### config.mk
export PLATFORM = sky130hd
export DESIGN_NAME = instr_encoder
export DESIGN_NICKNAME = d
export VERILOG_FILES = /design/src/rtl/instr_encoder.sv
export SDC_FILE = /design/constraint.sdc
export NUM_CORES = 1
export LEC_CHECK = 0
export ABC_AREA = 1
export BUFFER_PORTS_ARGS = -buffer_cell sky130_fd_sc_hd__buf_2
export CORE_AREA = 4 4 126 128
export DETAILED_ROUTE_END_ITERATION = 8
export DIE_AREA = 0 0 130 132
export PLACE_DENSITY = 0.63
export REMOVE_ABC_BUFFERS = 1
export SYNTH_ARGS = -nofsm -noshare
export SYNTH_HDL_FRONTEND = slang
export SYNTH_SLANG_ARGS = --single-unit
### constraint.sdc
create_clock -name clock -period 3.7 [get_ports clock]
set_clock_uncertainty 0.1 [all_clocks]
set_input_delay 0 -clock clock [delete_from_list [all_inputs] [get_ports clock]]
set_output_delay 0 -clock clock [all_outputs]
set_load 0.02 [all_outputs]
### src/rtl/instr_encoder.sv
// rtl/instr_encoder.sv - packs register/immediate fields into a 32-bit word and queues it in a small FIFO
module instr_encoder #(
  parameter int DEPTH = 4
) (
  input  logic                     clock,
  input  logic                     reset,
  input  logic                     in_valid,
  output logic                     in_ready,
  input  logic [4:0]               rs,
  input  logic [4:0]               rt,
  input  logic [4:0]               rd,
  input  logic                     wr,
  input  logic [12:0]              imm,
  output logic [31:0]              out_word,
  output logic                     out_valid,
  input  logic                     out_ready,
  output logic [$clog2(DEPTH):0]   level,
  output logic [15:0]              issued
);

  localparam int AW = $clog2(DEPTH);
  localparam int LW = AW + 1;
  localparam logic [LW-1:0] depthWords = LW'(DEPTH);

  logic [31:0]   mem [DEPTH];
  logic [AW-1:0] wrPtr;
  logic [AW-1:0] rdPtr;
  logic [LW-1:0] count;
  logic [15:0]   popCount;
  logic [31:0]   encWord;
  logic          accept;
  logic          pop;

  // Without a write the destination and immediate fields are meaningless, so they are cleared.
  assign encWord = {wr ? imm : 13'd0, wr, wr ? rd : 5'd0, rt, 1'b0, rs, 2'b00};

  assign in_ready  = (count < depthWords);
  assign out_valid = (count != '0);
  assign accept    = in_valid && in_ready;
  assign pop       = out_valid && out_ready;
  assign out_word  = out_valid ? mem[rdPtr] : 32'd0;
  assign level     = count;
  assign issued    = popCount;

  always_ff @(posedge clock) begin
    if (reset) begin
      wrPtr    <= '0;
      rdPtr    <= '0;
      count    <= '0;
      popCount <= 16'd0;
    end else begin
      if (accept) wrPtr <= wrPtr + 1'b1;
      if (pop) begin
        rdPtr    <= rdPtr + 1'b1;
        popCount <= popCount + 16'd1;
      end
      case ({accept, pop})
        2'b10:   count <= count + 1'b1;
        2'b01:   count <= count - 1'b1;
        default: count <= count;
      endcase
    end
  end

  // Storage is never reset; occupancy alone decides what is visible.
  always_ff @(posedge clock) begin
    if (accept && !reset) mem[wrPtr] <= encWord;
  end

endmodule

==> qor.txt, run 1 <==
Core Area = 14900 um2
Worst setup SP type = flop
Worst-path clk slew = 60 ps
Placed Area = 6520 um2
final hold violation count = 0
Synth cell types = 26
crit path max fanout = 30
DR vias = 4351
setup_tns = 0 ps
total global routing track utilization = 15.4%
drt wl/cell = 14.5 um
MaxCap Viol Count = 0
DR iter-0 viols = 246
post-synthesis register bit count = 141
Max Fclk = 0.399 GHz
CTS Buf Count = 17
commonest non-fill, non-tap cell in the layout = nor2_1
Worst setup EP type = output pin
initial antenna violation count = 0
post-DR vias/cell = 4.90
outcome = finished clean
Layout area overhead = 24.3%
CTS resizes = 0
worst skew pair latency = 410 ps
Slew Limit Fails = 0
CP max stage delay = 560 ps
Core Rows = 45
TritonCTS clock tree = done
critical setup path kind = flop to output pin
Final Cycle Share = 67.8%
crit path cell chain = buf_4 -> inv_1 -> nor2_1 -> o21ai_0 -> a21oi_1 -> buf_2
min Tclk post-route = 2510 ps
Crit path required time = 3600 ps
Layout Nets = 727
slew of the pin with the lowest slew margin = 1040 ps
grt ovf = 0
Max-slew headroom = 30.6%
width of the die = 130 um
Cell Area, Synth = 5970 um2
RSZ-0062 raised after global routing = no
post-route cell area = 7420 um2
CTS max path bufs = 2
Inserted Diodes = 0
maximum vdd drop = 346 uV
number of global-route vias before repair = 4378
Die Ht = 132 um
type of the worst min-delay path = input port to flop
die footprint = 17200 um2
Warnings, synthesis = 0
DRC = 0
most frequent cells in the layout = 146 x nor2_1, 116 x edfxtp_1, 82 x buf_2
CP arrival = 2410 ps
layout cells sized above 1 = 17.4%
DRT Pass-1 Iters = 4
Root Driver = clkbuf_16
LEAKAGE = 0.00295 uW
H-tree depth = 4
final setup violation count = 0
routability congestion estimate from global placement = 0.837
drt total wl = 12.9 mm
Cell Pwr Density = 667 nW/um2
Boundary Pins = 86
Sink Count = 141
Antenna Violating Nets Remaining = 0
buffers added on ports = 82
Final HPWL DP = 7.86 mm
first-pass GRT wire length = 20.7 mm
largest net degree at the start of global routing = 59
CP max stage cell = inv_1
Seq/Total Area, Yosys = 66.7%
Initial Util = 40.2%
Buf/Inv on CP = 3
CP delay by family, top = buffers and inverters
post-synthesis cell count = 578
Syn Area/Cell = 10.3 um2
## Yosys cell counts
| library cell | instances | share of area (%) |
|---|---|---|
| a21boi_2 | 1 | 0.19 |
| inv_1 | 53 | 3.3 |
| o21ai_0 | 68 | 5.7 |
| nand2_4 | 1 | 0.19 |
| nand2_1 | 52 | 3.3 |
| a21oi_1 | 43 | 3.6 |
| nand2_2 | 2 | 0.21 |
| nor2_1 | 150 | 9.4 |
| nor2_2 | 1 | 0.10 |
| nand4_1 | 8 | 0.84 |
| nand3_1 | 13 | 1.1 |
| clkinv_1 | 1 | 0.063 |
| xor2_1 | 1 | 0.15 |
| xnor2_1 | 1 | 0.15 |
| dfxtp_1 | 25 | 8.4 |
| clkbuf_1 | 8 | 0.50 |
| conb_1 | 1 | 0.063 |
| edfxtp_1 | 116 | 58 |
| clkbuf_2 | 2 | 0.17 |
| nor3_1 | 1 | 0.084 |
| buf_2 | 9 | 0.75 |
| o21ai_1 | 2 | 0.17 |
| fa_1 | 1 | 0.34 |
| buf_4 | 10 | 1.3 |
| ha_1 | 6 | 1.3 |
| nor2_4 | 2 | 0.38 |
## cell type report
type / instances / area, um2
clock buffers: 21 / 440
flip-flops and latches: 141 / 3990
well taps: 188 / 235
clock inverters: 11 / 141
inverters: 54 / 203
fillers: 1360 / 7440
repair buffers: 117 / 753
multi-input cells: 356 / 1660
## through the flow
step                util (%)  hold slack, ps  instances  setup slack (ps)  power [uW]
finish                  49.9             244        888              1190        4950
floorplan                  -           -33.1        551              1060        2790
CTS                     49.9             236        888              1160        5010
detailed placement      43.8             130        824              1470        3310
global placement        43.8             120        824              1550        3290
global route            49.9             246        888               988        5230
## layer usage
metal | share of wire (%) | vias up | wire length (um) | GRT usage [%]
li1 | - | 2151 | - | -
met1 | 43 | 2043 | 5590 | 19.5
met2 | 48 | 141 | 6140 | 25.0
met3 | 7.4 | 16 | 957 | 4.62
met4 | 1.4 | 0 | 185 | 5.37
met5 | 0 | - | 0 | 0
## report_power, final
group	internal, uW	switching (uW)
Sequential	1830	44.2
Combinational	400	1010
Clock	1060	605
## what timing repair did
action	4_1_cts	5_1_grt
setup buffers	0	0
hold buffers	32	0
endpoints found under the hold margin	128	0
setup endpoints to repair	0	0
## sequential cells by signal, indices dropped and copies added, names as in the netlist, named ones only
| signal | cells |
|---|---|
| mem | 116 |
| issued | 16 |
| level | 3 |
| rdPtr | 2 |
| wrPtr | 2 |
## worst reg2reg max path: cells and delay by family (launching register included)
family                   cells  cell delay [ps]
buffers and inverters        1               70
flip-flops                   1              370
adder cells (fa/ha/maj)      2              610
AO/OA/AOI/OAI                5              880
AND/OR/NAND/NOR              1              100
## final timing paths
path             from            to  slack (ps)  cells after the start
max              flop  out_word[21]        1190                      6
min             rs[1]     mem[3][1]         240                      2
max reg2reg  level[1]      level[2]        1450                      9
min reg2reg  rdPtr[0]      rdPtr[0]         370                      1
## cell families after synthesis
group	after synthesis	synth area share [%]
and+or+nand+nor	230	15.6
DFF	141	66.7
adders and majority gates	7	1.59
buffers and inverters	83	6.08
AOI/OAI and AO/OA	114	9.66
xor gates and xnor gates	2	0.293
other	1	0.0628
Power figures use the tool's default switching activity.
==> inputs of run 2 (changes only) <==
- PLACE_DENSITY: 0.63 -> 0.65
- clock period: 3.7 -> 2.2 ns (I/O delays scaled with it)
==> run 2 against run 1 <==
Die area stayed put. Clock power is 70% higher. Register-to-register slack worse by 1200 ps. Setup slack worse by 1100 ps. Final cell count is 1.2% higher. Critical path depth stayed put. Utilization is 0.85 points higher. Largest cell class unchanged.
==> qor.txt, run 2 (synthesis results as in run 1) <==
Placement Setup Slack = 227 ps (-1240 ps)
Core Rows = 45 (unchanged)
Worst setup EP type = output pin
routability congestion estimate from global placement = 0.831 (-0.78%)
min-delay src = rs[2]
drt total wl = 13.2 mm (+2.5%)
Worst-path clk slew = 60 ps (about the same)
crit path cell chain = clkinvlp_4 -> buf_12 -> nor2_1 -> o21ai_0 -> a21oi_1 -> buf_2
Slew Limit Fails = 0 (unchanged)
layout cells sized above 1 = 19.1% (+1.7 points)
Crit path required time = 2100 ps (-1500 ps)
DR vias = 4355 (+0.092%)
DR iter-0 viols = 322 (+31%)
DRC = 0 (unchanged)
Hold WS = 239 ps (-4.73 ps)
Cell Pwr Density = 1130 nW/um2 (+69%)
Reg with most FFs = mem
critical setup path kind = flop to output pin
Initial Util = 40.2% (unchanged)
reg2reg start = level[2]
Reg2Reg Setup Slack = 250 ps (-1200 ps)
max reg flops = 116 (unchanged)
Layout Nets = 738 (+1.5%)
MaxCap Viol Count = 0 (unchanged)
Worst Hold Depth = 2 (unchanged)
TritonCTS clock tree = done
H-tree depth = 4 (unchanged)
post-DR vias/cell = 4.84 (-1.1%)
CTS max path bufs = 2 (unchanged)
CP delay by family, top = buffers and inverters
number of global-route vias before repair = 4254 (-2.8%)
placed insts = 831 (+0.85%)
RSZ-0062 raised after global routing = no
largest net degree at the start of global routing = 39 (-34%)
Final HPWL DP = 7.84 mm (-0.28%)
Worst setup SP type = flop
Die Ht = 132 um (unchanged)
final hold violation count = 0 (unchanged)
type of the worst min-delay path = input port to flop
Max Fclk = 0.486 GHz
final setup violation count = 0 (unchanged)
final std cells w/o fill = 899 (+1.2%)
Root Driver = clkbuf_16
Max-slew headroom = 31.1% (+0.44 points)
worst skew pair latency = 420 ps (about the same)
initial antenna violation count = 0 (unchanged)
buffers added on ports = 82 (unchanged)
most frequent cells in the layout = 146 x nor2_1, 116 x edfxtp_1, 82 x buf_2
reg2reg path depth = 10 (+1)
drt wl/cell = 14.7 um (+1.3%)
die footprint = 17200 um2 (unchanged)
DRT Pass-1 Iters = 5 (+1)
CP max stage delay = 490 ps (-70 ps)
LEAKAGE = 0.00300 uW (+2.0%)
Layout area overhead = 26.4%
crit path max fanout = 9 (-70%)
grt ovf = 0 (unchanged)
WHS Endpoint = mem[0][2]
filler instances = 1332 (-2.1%)
maximum vdd drop = 807 uV (+130%)
Core Area = 14900 um2 (unchanged)
first-pass GRT wire length = 20.9 mm (+0.56%)
r2r endpoint = level[2]
Final Util = 50.8% (+0.85 points)
min Tclk post-route = 2060 ps
Final Cycle Share = 93.6%
total global routing track utilization = 15.8% (+0.39 points)
Buf/Inv on CP = 3 (unchanged)
CTS Buf Count = 17 (unchanged)
CP max stage cell = dfxtp_1
width of the die = 130 um (unchanged)
Inserted Diodes = 0 (unchanged)
slack of the critical path = 142 ps (-1050 ps)
Boundary Pins = 86 (unchanged)
commonest non-fill, non-tap cell in the layout = nor2_1
slew of the pin with the lowest slew margin = 1030 ps (-7.90 ps)
Antenna Violating Nets Remaining = 0 (unchanged)
outcome = finished clean
CP arrival = 1960 ps (-450 ps)
Sink Count = 141 (unchanged)
-- run 2: worst max-delay path by stage --
stage                   from           end  slack (ps)  depth (start not counted)
CTS                     flop  out_word[13]         -20                          5
detailed placement  level[2]      level[2]         230                         10
global placement    level[2]      level[2]         300                         10
finish                  flop  out_word[13]         140                          6
global route        level[2]      level[2]          10                         10
floorplan               flop  out_word[30]        -440                          3
-- run 2: final cells by class --
cell class,count,area [um2],area share (%)
tap,188,235,3.12
timing repair buffer,127,866,11.5
multi-input combinational,356,1660,22.0
clock buffer,21,440,5.84
timing repair inverter,1,7.51,0.0995
inverter,54,206,2.74
sequential,141,3990,52.8
clock inverter,11,141,1.87
-- run 2: routing by layer --
metal  routed length, um  GRT usage [%]  vias up
met4                 126           5.31        0
met5                   0              0        -
met2                6280           25.0      145
met3                1020           5.96       11
li1                    -              -     2171
met1                5780           20.0     2028
-- run 2: what timing repair did --
item / 4_1_cts / 5_1_grt
gates cloned: 0 / 1
resized for setup: 0 / 4
endpoints found under the hold margin: 128 / 0
endpoints found under the setup margin: 1 / 29
hold buffers: 32 / 0
setup buffers: 0 / 3
-- run 2: stage by stage --
step / instance area (um2) / TNS [ps] / total power (uW)
detailed placement: 6600 / 0 / 5680
floorplan: 5820 / -59640 / 4700
global route: 7550 / 0 / 8990
global placement: 6600 / 0 / 5630
finish: 7550 / 0 / 8510
CTS: 7500 / -20.0 / 8550
-- run 2: power by group --
part / switching (uW) / leakage (uW) / internal, uW
Clock: 1040 / 0.000279 / 1770
Combinational: 1720 / 0.00146 / 775
Sequential: 109 / 0.00127 / 3090
